**src/rtl/id_ex_stage.sv**
```systemverilog
// ID/EX pipeline register: captures decoded operands and control for the
// execute stage. Detects load-use hazards, inserts bubbles on stall or flush,
// bypasses same-cycle writeback data into the captured operands, and keeps
// saturating stall/flush event counters.
module id_ex_stage #(
    parameter int XLEN       = 32,
    parameter int REG_ADDR_W = 5,
    parameter int CNT_W      = 16
) (
    input  logic                  CLK,
    input  logic                  RST,
    input  logic                  ID_VALID,
    input  logic [XLEN-1:0]       ID_PC,
    input  logic [XLEN-1:0]       ID_RS1_DATA,
    input  logic [XLEN-1:0]       ID_RS2_DATA,
    input  logic [XLEN-1:0]       ID_IMM,
    input  logic [REG_ADDR_W-1:0] ID_ARS1,
    input  logic [REG_ADDR_W-1:0] ID_ARS2,
    input  logic [REG_ADDR_W-1:0] ID_ARD,
    input  logic                  ID_USES_RS1,
    input  logic                  ID_USES_RS2,
    input  logic                  ID_REGWRITE,
    input  logic                  ID_MEMREAD,
    input  logic                  ID_MEMWRITE,
    input  logic                  ID_MEMTOREG,
    input  logic                  ID_ALUSRC,
    input  logic [3:0]            ID_ALUOP,
    input  logic                  WB_REGWRITE,
    input  logic [REG_ADDR_W-1:0] WB_ARD,
    input  logic [XLEN-1:0]       WB_DATA,
    input  logic                  FLUSH,
    output logic                  STALL,
    output logic                  EX_VALID,
    output logic [XLEN-1:0]       EX_PC,
    output logic [XLEN-1:0]       EX_RS1_DATA,
    output logic [XLEN-1:0]       EX_RS2_DATA,
    output logic [XLEN-1:0]       EX_IMM,
    output logic [REG_ADDR_W-1:0] EX_ARS1,
    output logic [REG_ADDR_W-1:0] EX_ARS2,
    output logic [REG_ADDR_W-1:0] EX_ARD,
    output logic                  EX_REGWRITE,
    output logic                  EX_MEMREAD,
    output logic                  EX_MEMWRITE,
    output logic                  EX_MEMTOREG,
    output logic                  EX_ALUSRC,
    output logic [3:0]            EX_ALUOP,
    output logic [CNT_W-1:0]      STALL_COUNT,
    output logic [CNT_W-1:0]      FLUSH_COUNT
);

    logic            rs1_hit, rs2_hit;
    logic            rs1_byp, rs2_byp;
    logic            bubble;
    logic [XLEN-1:0] rs1_cap, rs2_cap;

    // Load in EX whose destination is read by the instruction in ID. A store
    // reading the load result through rs2 also stalls; conservative but simple.
    assign rs1_hit = ID_USES_RS1 && (ID_ARS1 == EX_ARD);
    assign rs2_hit = ID_USES_RS2 && (ID_ARS2 == EX_ARD);
    // A flush squashes the ID instruction anyway, so it masks the stall.
    assign STALL   = ID_VALID && EX_VALID && EX_MEMREAD && (EX_ARD != '0)
                     && (rs1_hit || rs2_hit) && !FLUSH;
    assign bubble  = FLUSH || STALL;

    // Writeback in the same cycle as decode: the register file read missed it,
    // so take WB_DATA directly. x0 is never bypassed.
    assign rs1_byp = WB_REGWRITE && (WB_ARD != '0) && (WB_ARD == ID_ARS1);
    assign rs2_byp = WB_REGWRITE && (WB_ARD != '0) && (WB_ARD == ID_ARS2);
    assign rs1_cap = rs1_byp ? WB_DATA : ID_RS1_DATA;
    assign rs2_cap = rs2_byp ? WB_DATA : ID_RS2_DATA;

    // Stage register: reset and bubble both load all-zero (zeroed addresses keep
    // the forwarding unit from matching); otherwise capture decode.
    always_ff @(posedge CLK) begin
        if (RST || bubble) begin
            EX_VALID    <= 1'b0;
            EX_PC       <= '0;
            EX_RS1_DATA <= '0;
            EX_RS2_DATA <= '0;
            EX_IMM      <= '0;
            EX_ARS1     <= '0;
            EX_ARS2     <= '0;
            EX_ARD      <= '0;
            EX_REGWRITE <= 1'b0;
            EX_MEMREAD  <= 1'b0;
            EX_MEMWRITE <= 1'b0;
            EX_MEMTOREG <= 1'b0;
            EX_ALUSRC   <= 1'b0;
            EX_ALUOP    <= '0;
        end else begin
            EX_VALID    <= ID_VALID;
            EX_PC       <= ID_PC;
            EX_RS1_DATA <= rs1_cap;
            EX_RS2_DATA <= rs2_cap;
            EX_IMM      <= ID_IMM;
            EX_ARS1     <= ID_ARS1;
            EX_ARS2     <= ID_ARS2;
            EX_ARD      <= ID_ARD;
            // Control of an empty slot must never cause side effects downstream.
            EX_REGWRITE <= ID_REGWRITE && ID_VALID;
            EX_MEMREAD  <= ID_MEMREAD  && ID_VALID;
            EX_MEMWRITE <= ID_MEMWRITE && ID_VALID;
            EX_MEMTOREG <= ID_MEMTOREG && ID_VALID;
            EX_ALUSRC   <= ID_ALUSRC   && ID_VALID;
            EX_ALUOP    <= ID_VALID ? ID_ALUOP : 4'd0;
        end
    end

    // Saturating event counters; they stick at all-ones instead of wrapping.
    always_ff @(posedge CLK) begin
        if (RST) begin
            STALL_COUNT <= '0;
            FLUSH_COUNT <= '0;
        end else begin
            if (STALL && (STALL_COUNT != '1))
                STALL_COUNT <= STALL_COUNT + CNT_W'(1);
            if (FLUSH && (FLUSH_COUNT != '1))
                FLUSH_COUNT <= FLUSH_COUNT + CNT_W'(1);
        end
    end

endmodule

```
**config.mk**
```make
export PLATFORM = sky130hd
export DESIGN_NAME = id_ex_stage
export DESIGN_NICKNAME = d
export VERILOG_FILES = /design/src/rtl/id_ex_stage.sv
export SDC_FILE = /design/constraint.sdc
export NUM_CORES = 1
export LEC_CHECK = 0
export CAP_MARGIN = 0
export CORE_AREA = 2 2 150 152
export CTS_BUF_LIST = sky130_fd_sc_hd__clkbuf_4
export DETAILED_ROUTE_END_ITERATION = 12
export DIE_AREA = 0 0 152 154
export GPL_TIMING_DRIVEN = 0
export HOLD_SLACK_MARGIN = 0.12
export PLACE_DENSITY_LB_ADDON = 0.15
export SLEW_MARGIN = 10
export SYNTH_ARGS = -nofsm -noshare
export SYNTH_HDL_FRONTEND = slang
export SYNTH_SLANG_ARGS = --single-unit
```
**constraint.sdc**
```tcl
create_clock -name CLK -period 2.58 [get_ports CLK]
set_input_delay 0.387 -clock CLK [delete_from_list [all_inputs] [get_ports CLK]]
set_output_delay 0.387 -clock CLK [all_outputs]
set_load 0.03 [all_outputs]
```
==> impl_metrics.py, run 1 <==
metrics = {
    "grt": {
        "grt_pass1_wl_mm": 35.7,
        "grtUsageTotal_pct": 19.8,
        "grt_pass1_vias": 5941,
        "grt_max_degree": 20,
        "grt-ovfl-total": 0,
        "antenna_found_initial": 4,
    },
    "worst_setup_path": {
        "r2r_slack_ns": 0.32,
        "cp-end-kind": "output port",
        "critPathRequiredTime_ns": 2.19,
        "criticalPathCategory": "flop to output port",
        "crit_fanout": 5,
        "path_cells": "or4_4 -> o21ai_2 -> nor2_4 -> buf_6",
        "cp_slowest_cell": "or4_4",
        "critPathBufInv": 1,
        "crit_path_start_kind": "flop",
        "crit_family": "simple AND/OR/NAND/NOR gates",
        "arrival_ns": 2.06,
        "critPathMaxStageDelay_ns": 0.57,
    },
    "clock_tree": {
        "cts_buffer_depth": 2,
        "clock_latency_ns": 0.57,
        "cts_tree": "yes",
        "root_buffer": "clkbuf_4",
        "path_clk_slew_ns": 0.16,
        "cts_made_buffers": 17,
        "clkSinkCount": 185,
        "ctsHoldBuffers": 0,
        "htree_levels": 4,
    },
    "die": {
        "rows": 54,
        "io_pins": 382,
        "die_x_um": 152,
        "core-area_um2": 21700,
        "die_h_um": 154,
        "initial_core_util_pct": 30.3,
        "die-area_um2": 23400,
    },
    "layout": {
        "final_util_pct": 51.5,
        "nets": 1232,
        "area_growth_pct": 69.9,
        "fin_cells": 1328,
        "layout-drive-gt1-share_pct": 6.79,
    },
    "run": {
        "maxCapViolations": 0,
    },
    "placement": {
        "numPortBuffers": 380,
        "dp_cells": 1287,
        "dp_hpwl_mm": 18.7,
        "preCtsSetupSlack_ns": -0.733,
        "gp_congestion": 0.873,
    },
    "yosys": {
        "seq_area_frac_synth_pct": 56.4,
        "synth-edff-count": 0,
        "syn_area_um2": 6570,
        "synthArstFlopShare_pct": 0,
        "syn_area_per_cell_um2": 10.5,
        "yosys.cell_types.count": 50,
        "syn_nets": 825,
        "ys.flop_type": "dfxtp_1",
        "ys_ff_latch": 185,
        "synthCells": 627,
        "yosysWarnings": 0,
    },
    "outcome": {
        "status": "complete, no violations",
    },
    "sta": {
        "relSlewSlack_pct": 50.3,
        "hold_violations": 0,
        "period_share_pct": 94.9,
        "rsz0062_at_grt": "false",
        "worstMarginPinSlew_ns": 0.739,
        "fin_hold_ws_ns": 0.318,
        "setup_viol_count_final": 0,
        "finClkSkew_ns": 0.0347,
        "final_max_slew_viol_count": 0,
        "setup_ws_ns": 0.132,
        "layout_min_cycle_time_ns": 2.45,
        "clock.fmax_mhz": 408,
    },
    "route": {
        "drtIter0Drc": 273,
        "drc_errors": 0,
        "routed_wl_mm": 23.6,
        "vias_per_cell": 4.43,
        "vias": 5889,
        "antenna_left": 0,
        "drt_pass1_iterations": 5,
        "wl_per_cell_um": 17.8,
    },
    "power": {
        "powerDensity_nw_per_um2": 518,
        "p_comb_share_pct": 16.5,
        "pwr-share-seq_pct": 51.7,
        "p_int_uw": 4250,
        "pwr-share-clk_pct": 31.8,
        "p_sw_uw": 1530,
        "p_leak_uw": 0.00408,
        "swShare_pct": 26.5,
        "p_total_uw": 5780,
        "ir_worst_vdd_v": 0.000278,
    },
    "min_path": {
        "hold_path.class": "input port to flop",
    },
}
## cell type report
type | count | area, um^2
fillers | 2050 | 10500
repair buffers | 389 | 3870
flip-flops and latches | 185 | 3710
multi-input cells | 404 | 2720
well taps | 280 | 350
clock inverters | 13 | 193
plain buffers | 31 | 159
clock buffers | 17 | 128
inverters | 6 | 22.5
diodes | 3 | 7.51
## worst register-to-register path, cell delays in order (launching register included)
cell     delay [ns]
dfxtp_4        0.40
xor2_1         0.15
nor4_2         0.32
a32oi_2        0.21
buf_2          0.23
o21ai_2        0.41
buf_2          0.34
nor2_1         0.08
## layer usage
metal	GRT usage (%)	part of all wire [%]	wire length (um)
met1	22.4	40	9360
met2	34.5	50	11800
met3	8.06	8.9	2110
met4	5.43	1.4	337
met5	0	0.055	13
## per-stage QoR
| step | TNS, ns | area (um^2) |
|---|---|---|
| floorplan | 0 | 6570 |
| global placement | -28.10 | 10700 |
| detailed placement | -26.43 | 10700 |
| CTS | 0 | 11100 |
| global route | 0 | 11200 |
| finish | 0 | 11200 |
## state kept, by name, indices dropped and copies added, names as in the netlist, 4 cells and up
register / count
EX_RS1_DATA: 32
EX_ARS1: 5
EX_ARD: 5
STALL_COUNT: 16
EX_PC: 32
EX_ALUOP: 4
EX_IMM: 32
EX_RS2_DATA: 32
EX_ARS2: 5
FLUSH_COUNT: 16
## cell usage in the layout, fill, tap and decap left out, types with 5 or more instances in the layout
cell type and n:
buf_4 14, o21ai_0 7, clkbuf_4 17, and4_1 5, nor3_1 8, buf_2 11, clkbuf_1 13, inv_1 6
o31ai_1 7, nand3_1 16, dfxtp_1 181, and3_1 13, or4_1 8, mux2i_1 66, nand2_1 11, xor2_1 21
nand4_1 7, clkdlybuf4s50_1 378, a21oi_1 10, xnor2_1 11, and2_1 83, nor2_1 86
## power by group through the flow
stage	clock network, uW	registers, uW	logic [uW]
2_1_floorplan	0	3250	177
3_3_place_gp	0	3050	949
3_5_place_dp	0	3060	950
4_1_cts	1920	2990	960
5_1_grt	2030	3010	1020
6_report	1840	2990	955
## synth_stat cells (2+ instances only)
cell,n,area share [%]
and2_0,2,0.19
nor3_1,8,0.61
buf_4,6,0.69
xnor2_1,11,1.5
o21ai_0,8,0.61
mux2i_1,66,10
nor2_1,87,5.0
a21oi_1,10,0.76
mux2_1,3,0.51
or4_1,8,0.91
a211oi_1,2,0.23
nand3_1,16,1.2
xor2_1,21,2.8
nor2b_1,4,0.38
clkbuf_1,13,0.74
buf_2,12,0.91
nor4_1,4,0.38
and2_1,83,7.9
o31ai_1,7,0.80
and4_1,5,0.67
and3_1,13,1.2
inv_1,6,0.34
dfxtp_1,185,56
nor4_2,2,0.38
ha_1,2,0.38
nand4_1,7,0.67
nand2_1,11,0.63
or3_1,3,0.29
## path summary, 6_finish.rpt
path / cells past startpoint / start / endpoint
worst max register to register: 7 / EX_ARD[4] / EX_RS2_DATA[10]
worst min register to register: 2 / STALL_COUNT[9] / STALL_COUNT[9]
worst max-delay path: 4 / EX_ARD[0] / STALL
worst min-delay path: 3 / RST / STALL_COUNT[8]
## timing repair
item | in CTS | in global routing
gates cloned | 0 | 1
gates resized for setup | 19 | 4
pin swaps | 2 | 3
endpoints found under the setup margin | 1 | 1
buffers inserted | 1 | 7
## logic make-up (layout without fill, tap and decap cells)
logic type	count (synthesis)	count (layout)	synth area share [%]
and+or+nand+nor	260	260	21.4
xor gates and xnor gates	32	32	4.27
AOI/OAI and AO/OA	41	41	4.29
adders and majority gates	2	2	0.381
DFF	185	185	56.4
other	0	3	0
muxes	69	69	10.6
buffers and inverters	38	456	2.74
Power figures use the tool's default switching activity.
==> inputs of run 2 (changes only) <==
CAP_MARGIN = 10   (was 0)
TNS_END_PERCENT = 5   (was default)
==> results of run 2 <==
Final layout, timing and power as in run 1 (identical DEF).
